$ cat src/rtl/image_stream_loader_pkg.sv
// Shared widths, state encoding and handy typedefs for the image stream loader.
package image_stream_loader_pkg;

    localparam int unsigned PIXEL_W = 8;
    localparam int unsigned ADDR_W  = 16;
    localparam int unsigned DEPTH_W = ADDR_W + 1;

    typedef enum logic [2:0] {
        StIdle     = 3'd0,
        StLoad     = 3'd1,
        StDrain    = 3'd2,
        StPulse    = 3'd3,
        StWaitCore = 3'd4
    } state_e;

    typedef logic [PIXEL_W-1:0] pixel_t;
    typedef logic [ADDR_W-1:0]  addr_t;
    typedef logic [DEPTH_W-1:0] count_t;

endpackage

$ cat src/rtl/image_stream_loader_if.sv
// Pixel stream handshake (valid/ready/last) between a pixel source and the loader.
interface image_stream_loader_if;
    import image_stream_loader_pkg::*;

    logic   s_valid;
    pixel_t s_data;
    logic   s_last;
    logic   s_ready;

    modport master (output s_valid, output s_data, output s_last, input s_ready);
    modport slave  (input s_valid, input s_data, input s_last, output s_ready);

endinterface

$ cat src/rtl/image_stream_loader.sv
// Writes a pixel stream into consecutive input-memory addresses, then strobes the core
// and holds off further images until the core reports completion.
module image_stream_loader
    import image_stream_loader_pkg::*;
(
    input  logic                        clock,
    input  logic                        reset,
    input  count_t                      input_mem_depth,
    image_stream_loader_if.slave        strm,
    output logic                        mem_we,
    output addr_t                       mem_addr,
    output pixel_t                      mem_wdata,
    output logic                        new_image_pulse,
    input  logic                        core_done,
    output count_t                      pixel_count,
    output logic                        overflow
);

    state_e state_q, state_d;
    logic   s_ready_q, s_ready_d;
    logic   mem_we_q, mem_we_d;
    addr_t  mem_addr_q, mem_addr_d;
    pixel_t mem_wdata_q, mem_wdata_d;
    logic   pulse_q, pulse_d;
    count_t pixel_count_q, pixel_count_d;
    count_t depth_q, depth_d;
    logic   overflow_q, overflow_d;

    logic   accept;
    count_t count_inc;

    assign accept    = strm.s_valid & s_ready_q;
    assign count_inc = pixel_count_q + count_t'(1);

    always_ff @(posedge clock) begin
        if (!reset) begin
            state_q       <= StIdle;
            s_ready_q     <= 1'b0;
            mem_we_q      <= 1'b0;
            mem_addr_q    <= '0;
            mem_wdata_q   <= '0;
            pulse_q       <= 1'b0;
            pixel_count_q <= '0;
            depth_q       <= '0;
            overflow_q    <= 1'b0;
        end else begin
            state_q       <= state_d;
            s_ready_q     <= s_ready_d;
            mem_we_q      <= mem_we_d;
            mem_addr_q    <= mem_addr_d;
            mem_wdata_q   <= mem_wdata_d;
            pulse_q       <= pulse_d;
            pixel_count_q <= pixel_count_d;
            depth_q       <= depth_d;
            overflow_q    <= overflow_d;
        end
    end

    always_comb begin
        state_d = state_q;
        unique case (state_q)
            StIdle: begin
                if (accept) begin
                    state_d = (strm.s_last || input_mem_depth == count_t'(1)) ? StPulse : StLoad;
                end
            end
            StLoad: begin
                if (accept) begin
                    if (strm.s_last) begin
                        state_d = StPulse;
                    end else if (count_inc == depth_q) begin
                        state_d = StDrain;
                    end
                end
            end
            StDrain: begin
                if (accept && strm.s_last) begin
                    state_d = StPulse;
                end
            end
            StPulse:    state_d = StWaitCore;
            StWaitCore: begin
                if (core_done) begin
                    state_d = StIdle;
                end
            end
            default:    state_d = StIdle;
        endcase
    end

    always_comb begin
        s_ready_d     = 1'b0;
        mem_we_d      = 1'b0;
        mem_addr_d    = mem_addr_q;
        mem_wdata_d   = mem_wdata_q;
        pulse_d       = 1'b0;
        pixel_count_d = pixel_count_q;
        depth_d       = depth_q;
        overflow_d    = overflow_q;

        unique case (state_q)
            StIdle: begin
                if (accept) begin
                    depth_d       = input_mem_depth;
                    overflow_d    = 1'b0;
                    mem_we_d      = 1'b1;
                    mem_addr_d    = '0;
                    mem_wdata_d   = strm.s_data;
                    pixel_count_d = count_t'(1);
                end
            end
            StLoad: begin
                if (accept) begin
                    mem_we_d      = 1'b1;
                    mem_addr_d    = addr_t'(pixel_count_q);
                    mem_wdata_d   = strm.s_data;
                    pixel_count_d = count_inc;
                    // A last beat that exactly fills the image is not an overflow
                    if (!strm.s_last && count_inc == depth_q) begin
                        overflow_d = 1'b1;
                    end
                end
            end
            StPulse: pulse_d = 1'b1;
            default: ;
        endcase

        // Ready tracks the state being entered, so the terminating beat is the last one taken
        unique case (state_d)
            StIdle:          s_ready_d = (input_mem_depth != '0);
            StLoad, StDrain: s_ready_d = 1'b1;
            default:         s_ready_d = 1'b0;
        endcase
    end

    assign strm.s_ready    = s_ready_q;
    assign mem_we          = mem_we_q;
    assign mem_addr        = mem_addr_q;
    assign mem_wdata       = mem_wdata_q;
    assign new_image_pulse = pulse_q;
    assign pixel_count     = pixel_count_q;
    assign overflow        = overflow_q;

endmodule

$ cat src/flat_wrapper.sv
// flat-port wrapper written by rule: the top's interface ports become plain ports
module image_stream_loader_flat import image_stream_loader_pkg::*;
  (clock, reset, input_mem_depth, mem_we, mem_addr, mem_wdata, new_image_pulse, core_done, pixel_count, overflow, strm_s_valid, strm_s_data, strm_s_last, strm_s_ready);
  image_stream_loader_if strm_i ();
  input  logic clock;
  input  logic reset;
  input  count_t input_mem_depth;
  output logic mem_we;
  output addr_t mem_addr;
  output pixel_t mem_wdata;
  output logic new_image_pulse;
  input  logic core_done;
  output count_t pixel_count;
  output logic overflow;
  input wire logic [$bits(strm_i.s_valid)-1:0] strm_s_valid;
  input wire logic [$bits(strm_i.s_data)-1:0] strm_s_data;
  input wire logic [$bits(strm_i.s_last)-1:0] strm_s_last;
  output wire logic [$bits(strm_i.s_ready)-1:0] strm_s_ready;
  assign strm_i.s_valid = strm_s_valid;
  assign strm_i.s_data = strm_s_data;
  assign strm_i.s_last = strm_s_last;
  assign strm_s_ready = strm_i.s_ready;
  image_stream_loader u_core (.clock(clock), .reset(reset), .input_mem_depth(input_mem_depth), .strm(strm_i), .mem_we(mem_we), .mem_addr(mem_addr), .mem_wdata(mem_wdata), .new_image_pulse(new_image_pulse), .core_done(core_done), .pixel_count(pixel_count), .overflow(overflow));
endmodule
$ cat config.mk
export PLATFORM = sky130hd
export DESIGN_NAME = image_stream_loader_flat
export DESIGN_NICKNAME = d
export VERILOG_FILES = /design/src/rtl/image_stream_loader_pkg.sv /design/src/rtl/image_stream_loader_if.sv /design/src/rtl/image_stream_loader.sv /design/src/flat_wrapper.sv
export SDC_FILE = /design/constraint.sdc
export NUM_CORES = 1
export LEC_CHECK = 0
export ABC_AREA = 1
export ABC_CLOCK_PERIOD_IN_PS = 2200
export CELL_PAD_IN_SITES_DETAIL_PLACEMENT = 1
export CELL_PAD_IN_SITES_GLOBAL_PLACEMENT = 2
export CORE_MARGIN = 2
export CORE_UTILIZATION = 27
export DETAILED_ROUTE_END_ITERATION = 12
export GPL_TIMING_DRIVEN = 0
export HOLD_SLACK_MARGIN = 0.05
export PLACE_DENSITY_LB_ADDON = 0.1
export SYNTH_ARGS = -nofsm -noshare
export SYNTH_HDL_FRONTEND = slang
export SYNTH_SLANG_ARGS = --single-unit
$ cat constraint.sdc
create_clock -name clock -period 2.2 [get_ports clock]
set_input_delay 0.44 -clock clock [delete_from_list [all_inputs] [get_ports clock]]
set_output_delay 0.44 -clock clock [all_outputs]
set_load 0.05 [all_outputs]
==> results.md, run 1 <==
- Deepest clock path buffer count: 2
- Area growth syn-to-layout: 44.06%
- Worst R2R Path Depth: 16
- Worst vdd ir: 0.3441 mV
- Critical path fanouts, max: 7
- Residual DRC: 6
- Critical path, cell by cell: clkinvlp_4 -> nor2_8 -> buf_4 -> nand4_1 -> nand3_1 -> nand2_1 -> nor2_1 -> nand3_2 -> nor2_4 -> nand2_1 -> nand2_1 -> nand2_1 -> nand2_1 -> nand2_1 -> nand2_1 -> nor2_1
- Sequential cell area: 1336 um2
- Reg2Reg Capture Point: u_core.strm.s_ready$_SDFF_PN0_
- Syn Area/Cell: 6.917 um2
- Nets: 597
- Global Route Usage Sum: 0.1849
- I/O Buffers: 74
- CP Launch Type: register
- Die ar.: 12830 um2
- Hpwl dp: 8612 um
- Seq/Total Area, Yosys: 0.4037
- Worst Path Required: 2.43 ns
- Leak: 1.772 nW
- Final Hold Viols: 0
- Layout cells sized above 1: 0.1511
- Clk slew on worst S/H paths: 0.06 ns
- Ant. Diodes: 0
- Final ANT Viol Nets: 0
- Unique masters post-synth: 32
- Setup TNS: 0 ns
- P per Cell Area: 631.4 nW/um2
- Status: finished, violations left
- Worst path slowest cell: dfxtp_4
- Vias in the first global route: 3440
- Io pins: 75
- CTS tree: yes
- Worst min path class: register to register
- Most common cell after layout, fill and taps aside: nand2_1
- Clk root buf: clkbuf_16
- Post-synth EDFFs: 0
- Non-Filler Instances: 712
- Worst path most repeated cell: nand2_1
- Setup violators final: 0
- Failing checks: design-rule violations
- Vias/cell: 4.815
- Initial antenna violation count: 0
- Die Y: 113.3 um
- Max-cap violations: 0
- FF-to-FF Start: u_core.pixel_count[0]$_SDFFE_PN0P_
- CTS buffer count: 9
- Skew final: 0.007796 ns
- Ys async rst share: 0
- Worst hold path cell count: 2
- Vias: 3428
- CTS Sinks: 65
- Wirelength, routed: 11540 um
- First-pass GRT wire length: 18110 um
- Yosys reg bits: 65
- Area after DPL: 4146 um2
- R2R Setup Slk: 0.12 ns
- Worst Tran Pin Value: 0.6994 ns
- Max_slew headroom: 0.5338
- Worst Hold Endpoint: u_core.mem_addr[6]$_SDFFE_PN0P_
- Synth warn: 0
- Critical Path End Type: register
- Placed insts: 683
- Prevailing post-synth register cell: dfxtp_1
- Worst Path Arrival: 2.32 ns
- Pin count of the biggest net entering global routing: 11
- Fillers: 1437
- # H-tree levels: 3
- Hold Buf Count CTS: 0
- Worst-Skew Late Latency: 0.34 ns
- Final period util: 0.9472
- CP Class: register to register
- Overall power: 2.932 mW
- Slew Limit Fails: 0
- Layout Utilization: 0.4032
- Detailed Routing Iterations Pass 1: 9
- Buf/Inv on CP: 2
- Multi-input gate area: 1794 um2
- Site Rows: 39
- Most frequent cells in the layout: nand2_1 (125), clkdlybuf4s50_1 (74), a21oi_1 (51), dfxtp_1 (51), nand3_1 (39)
- DR iter-0 viols: 116
- Drt wl/cell: 16.20 um
- Final worst setup slack: 0.1162 ns
- Fin area: 4643 um2
- Congestion Overflow GR: 0
- RSZ-0062 raised after global routing: yes
- Initial core utilization: 0.2799
- Hold_sp: u_core.mem_addr[6]$_SDFFE_PN0P_
- Crit path max-delay family: simple AND/OR/NAND/NOR gates
- Core area: 11520 um2
- Placement-stage worst setup slack: -0.8719 ns
- Hold slack: 0.4614 ns
- RD Place Congestion: 0.7612
- Cell count after synthesis: 466
- Slowest stage delay, CP: 0.39 ns
- Post-Syn Nets: 497
- Final min period: 2.084 ns
- Mapped Area: 3223 um2
- FMAX: 479.9 MHz
- Die W: 113.3 um
## state kept, by name (all words and copies together) (netlist names)
register,flops
u_core.mem_addr,16
u_core.depth_q,17
u_core.new_image_pulse,1
u_core.state_q,3
u_core.mem_we,1
u_core.overflow,1
u_core.pixel_count,17
u_core.strm.s_ready,1
u_core.mem_wdata,8
## synthesized netlist by cell type (2+ instances only)
cell type  count  area (um2)
inv_1         38       142.6
a21oi_1       51       255.2
nor2_2         6       37.54
nor2_4         3       33.78
clkbuf_1      15       56.30
a211oi_1       2       15.01
nand3_1       42       210.2
nand2_2        6       37.54
nand2_1      127       476.7
dfxtp_1       65        1301
nand2_4        2       22.52
nand4_1       10       62.56
nor2_8         2       40.04
nor3_1         3       15.01
nor2_1        45       168.9
nand3_2        6       60.06
xnor3_1        2       45.04
clkinv_1       3       11.26
o21ai_0       21       105.1
nor4_1         3       18.77
xor2_1         3       26.28
## power by group
group / switching [mW] / internal [mW]
Clock: 0.507 / 0.749
Sequential: 0.0270 / 1.22
Combinational: 0.272 / 0.158
## metal layers
layer  global-route usage  wire length (um)  share of wire
met4              0.05366               117          0.010
met3              0.04231               523          0.045
met1               0.2403              5421           0.47
met2               0.3070              5474           0.47
met5                    0                 0              0
## how the worst max path moves through the flow
stage               slack [ns]  cells after the start                                from                               end
floorplan                0.009                     15  u_core.pixel_count[3]$_SDFFE_PN0P_    u_core.strm.s_ready$_SDFF_PN0_
global placement         -0.85                      8                        strm_s_valid  u_core.mem_addr[14]$_SDFFE_PN0P_
detailed placement       -0.87                      8                        strm_s_valid  u_core.mem_addr[15]$_SDFFE_PN0P_
CTS                       0.01                     18  u_core.pixel_count[1]$_SDFFE_PN0P_    u_core.strm.s_ready$_SDFF_PN0_
global route             -0.08                     15  u_core.pixel_count[0]$_SDFFE_PN0P_    u_core.strm.s_ready$_SDFF_PN0_
finish                    0.12                     16  u_core.pixel_count[0]$_SDFFE_PN0P_    u_core.strm.s_ready$_SDFF_PN0_
## kinds of logic (layout without fill, tap and decap cells)
group                      Yosys count  in the layout  synth area share
xor gates and xnor gates             6              6           0.02485
adders and majority gates            1              1          0.003881
buffers and inverters               59            162           0.06910
and+or+nand+nor                    257            257            0.3715
DFF                                 65             65            0.4037
AOI/OAI and AO/OA                   78             78            0.1269
## what timing repair did
item                       in CTS  in global routing
setup endpoints to repair      35                 38
pin swaps                       2                 13
gates resized for setup        13                 34
buffers inserted                1                 14
## area by class of cell
type,count,share of cell area
Buffer,17,0.01563
Clock buffer,13,0.05174
Clock inverter,1,0.001078
Inverter,42,0.03503
Multi-Input combinational cell,342,0.3864
Sequential cell,65,0.2878
Tap cell,143,0.03853
Timing Repair Buffer,89,0.1838
## tightest hold or removal path, delay by kind of cell (launching register included)
kind            cells  cell delay (ns)
simple gates        1             0.06
flops               1             0.30
compound gates      1             0.05
Note: power is estimated with default switching activity, not from simulation.
==> run 2, diff against run 1 <==
--- a/config.mk
+++ b/config.mk
@@ -6,11 +6,11 @@
 export NUM_CORES = 1
 export LEC_CHECK = 0
 export ABC_AREA = 1
-export ABC_CLOCK_PERIOD_IN_PS = 2200
+export ABC_CLOCK_PERIOD_IN_PS = 2650
 export CELL_PAD_IN_SITES_DETAIL_PLACEMENT = 1
 export CELL_PAD_IN_SITES_GLOBAL_PLACEMENT = 2
 export CORE_MARGIN = 2
-export CORE_UTILIZATION = 27
+export CORE_UTILIZATION = 29
 export DETAILED_ROUTE_END_ITERATION = 12
 export GPL_TIMING_DRIVEN = 0
 export HOLD_SLACK_MARGIN = 0.05
==> constraint.sdc (replaced) <==
create_clock -name clock -period 2.65 [get_ports clock]
set_input_delay 0.53 -clock clock [delete_from_list [all_inputs] [get_ports clock]]
set_output_delay 0.53 -clock clock [all_outputs]
set_load 0.05 [all_outputs]
==> run 2 against run 1 <==
The run now ends clean. Cell count fell by 2.2%. Hold slack improved by 0.0041 ns. Flip-flop and latch count did not move. Maximum frequency fell by 13%. Clock power fell by 21%. Utilization rose by 0.078 points. Die area fell by 6.7%. Critical path type unchanged. Largest power group is now sequential cells.
==> results.md, run 2 (synthesized netlist as in run 1, its figures left out) <==
- Status: complete, no violations
- CTS buffer count: 9
- Final min period: 2.396 ns
- Worst min path class: register to register
- Core area: 10840 um2
- First-pass GRT wire length: 17350 um
- Fillers: 1409
- Nets: 582
- Vias in the first global route: 3349
- Deepest clock path buffer count: 2
- Clock share of power: 0.421
- Skew final: 0.01398 ns
- Switching share of power: 0.2746
- Hold Buf Count CTS: 0
- DR iter-0 viols: 97
- Global Route Usage Sum: 0.1918
- Flop pwr share: 0.438
- Detailed Routing Iterations Pass 1: 4
- CP Launch Type: register
- Initial antenna violation count: 0
- Max_slew headroom: 0.5639
- P per Cell Area: 541.2 nW/um2
- Die W: 109.4 um
- Switching power total: 0.6507 mW
- Worst vdd ir: 0.2286 mV
- Pin count of the biggest net entering global routing: 12
- Critical Path End Type: register
- Slew Limit Fails: 0
- Worst Tran Pin Value: 0.6541 ns
- Max-cap violations: 0
- Worst-Skew Late Latency: 0.37 ns
- Wirelength, routed: 10670 um
- # Post-CTS Setup Buffers: 0
- RSZ-0062 raised after global routing: no
- Critical path fanouts, max: 7
- Site Rows: 38
- Most common cell after layout, fill and taps aside: nand2_1
- Setup TNS: 0 ns
- Initial core utilization: 0.2973
- Clk slew on worst S/H paths: 0.08 ns
- Internal power: 1.719 mW
- Most frequent cells in the layout: nand2_1 (127), clkdlybuf4s50_1 (74), dfxtp_1 (65)
- CTS Sinks: 65
- CTS tree: yes
- Leak: 1.656 nW
- Final Hold Viols: 0
- Placed insts: 680
- # H-tree levels: 3
- Residual DRC: 0
- Ant. Diodes: 0
- Area growth syn-to-layout: 35.87%
- Hpwl dp: 8342 um
- Vias: 3319
- CP Class: register to register
- Clk root buf: clkbuf_8
- Vias/cell: 4.769
- Final ANT Viol Nets: 0
- FMAX: 417.4 MHz
- Worst Path Required: 2.95 ns
- I/O Buffers: 74
- Non-Filler Instances: 696
- Congestion Overflow GR: 0
- Io pins: 75
- RD Place Congestion: 0.8188
- Setup violators final: 0
- Die ar.: 11970 um2
- Drt wl/cell: 15.32 um
- Layout cells sized above 1: 0.08453
- Worst Path Arrival: 2.69 ns
- Logic gate share of total power: 0.141
- Die Y: 109.4 um
- Final period util: 0.9040
[run 2: critical path: stages (launching register included)]
cell and delay [ns]:
dfxtp_1 0.47, ha_1 0.28, nand2_2 0.14, nor2_8 0.19, nand4_1 0.20, nand3_1 0.14
nand2_1 0.06, nor2_1 0.10, nand2_1 0.08, nor2_2 0.16, nand3_2 0.11, nand2_2 0.08
nand3_2 0.08, nand2_1 0.07, nand2_1 0.04, nor2_1 0.11
[run 2: final timing paths]
kind | start | to | slack [ns] | cells after the start
min reg2reg | u_core.mem_addr[7]$_SDFFE_PN0P_ | u_core.mem_addr[7]$_SDFFE_PN0P_ | 0.47 | 2
max reg2reg | u_core.pixel_count[1]$_SDFFE_PN0P_ | u_core.strm.s_ready$_SDFF_PN0_ | 0.25 | 15
min | u_core.mem_addr[7]$_SDFFE_PN0P_ | u_core.mem_addr[7]$_SDFFE_PN0P_ | 0.47 | 2
max | u_core.pixel_count[1]$_SDFFE_PN0P_ | u_core.strm.s_ready$_SDFF_PN0_ | 0.25 | 15
[run 2: final cells by class]
| cell class | count | area, um2 | share of cell area |
|---|---|---|---|
| timing repair buffer | 74 | 740.7 | 0.1691 |
| clock inverter | 4 | 75.07 | 0.01714 |
| multi-input combinational | 342 | 1707 | 0.3897 |
| tap | 140 | 175.2 | 0.04000 |
| clock buffer | 12 | 155.1 | 0.03543 |
| inverter | 42 | 157.7 | 0.03600 |
| sequential | 65 | 1301 | 0.2971 |
| buffer | 17 | 67.56 | 0.01543 |
[run 2: timing repair]
item | in CTS | in global routing
setup endpoints to repair | 12 | 12
hold endpoints to repair | 0 | 0
resized for setup | 2 | 3
[run 2: routing by layer]
layer | up-vias | part of all wire | wire, um | track usage
li1 | 1690 | - | - | -
met1 | 1543 | 0.47 | 5038 | 0.2555
met2 | 73 | 0.47 | 4989 | 0.3086
met3 | 13 | 0.042 | 449 | 0.03142
met4 | 0 | 0.018 | 188 | 0.07685
met5 | - | 0 | 0 | 0
[run 2: power groups by stage]
stage	Clock, mW	Combinational (mW)	Sequential [mW]
3_5_place_dp	0	0.337	1.06
3_3_place_gp	0	0.333	1.06
2_1_floorplan	0	0.148	1.11
5_1_grt	1.06	0.368	1.04
4_1_cts	1.02	0.339	1.04
6_report	0.998	0.334	1.04
[run 2: stage by stage]
| stage | cell area (um2) | utilization | setup slack [ns] | total power, mW | hold WS [ns] |
|---|---|---|---|---|---|
| floorplan | 3223 | - | 0.2906 | 1.254 | 0.4440 |
| global placement | 4139 | 0.3818 | -0.5547 | 1.392 | 0.4505 |
| detailed placement | 4139 | 0.3818 | -0.6014 | 1.397 | 0.4579 |
| CTS | 4373 | 0.4034 | 0.1215 | 2.401 | 0.4682 |
| global route | 4379 | 0.4040 | 0.04326 | 2.470 | 0.4903 |
| finish | 4379 | 0.4040 | 0.2543 | 2.370 | 0.4655 |
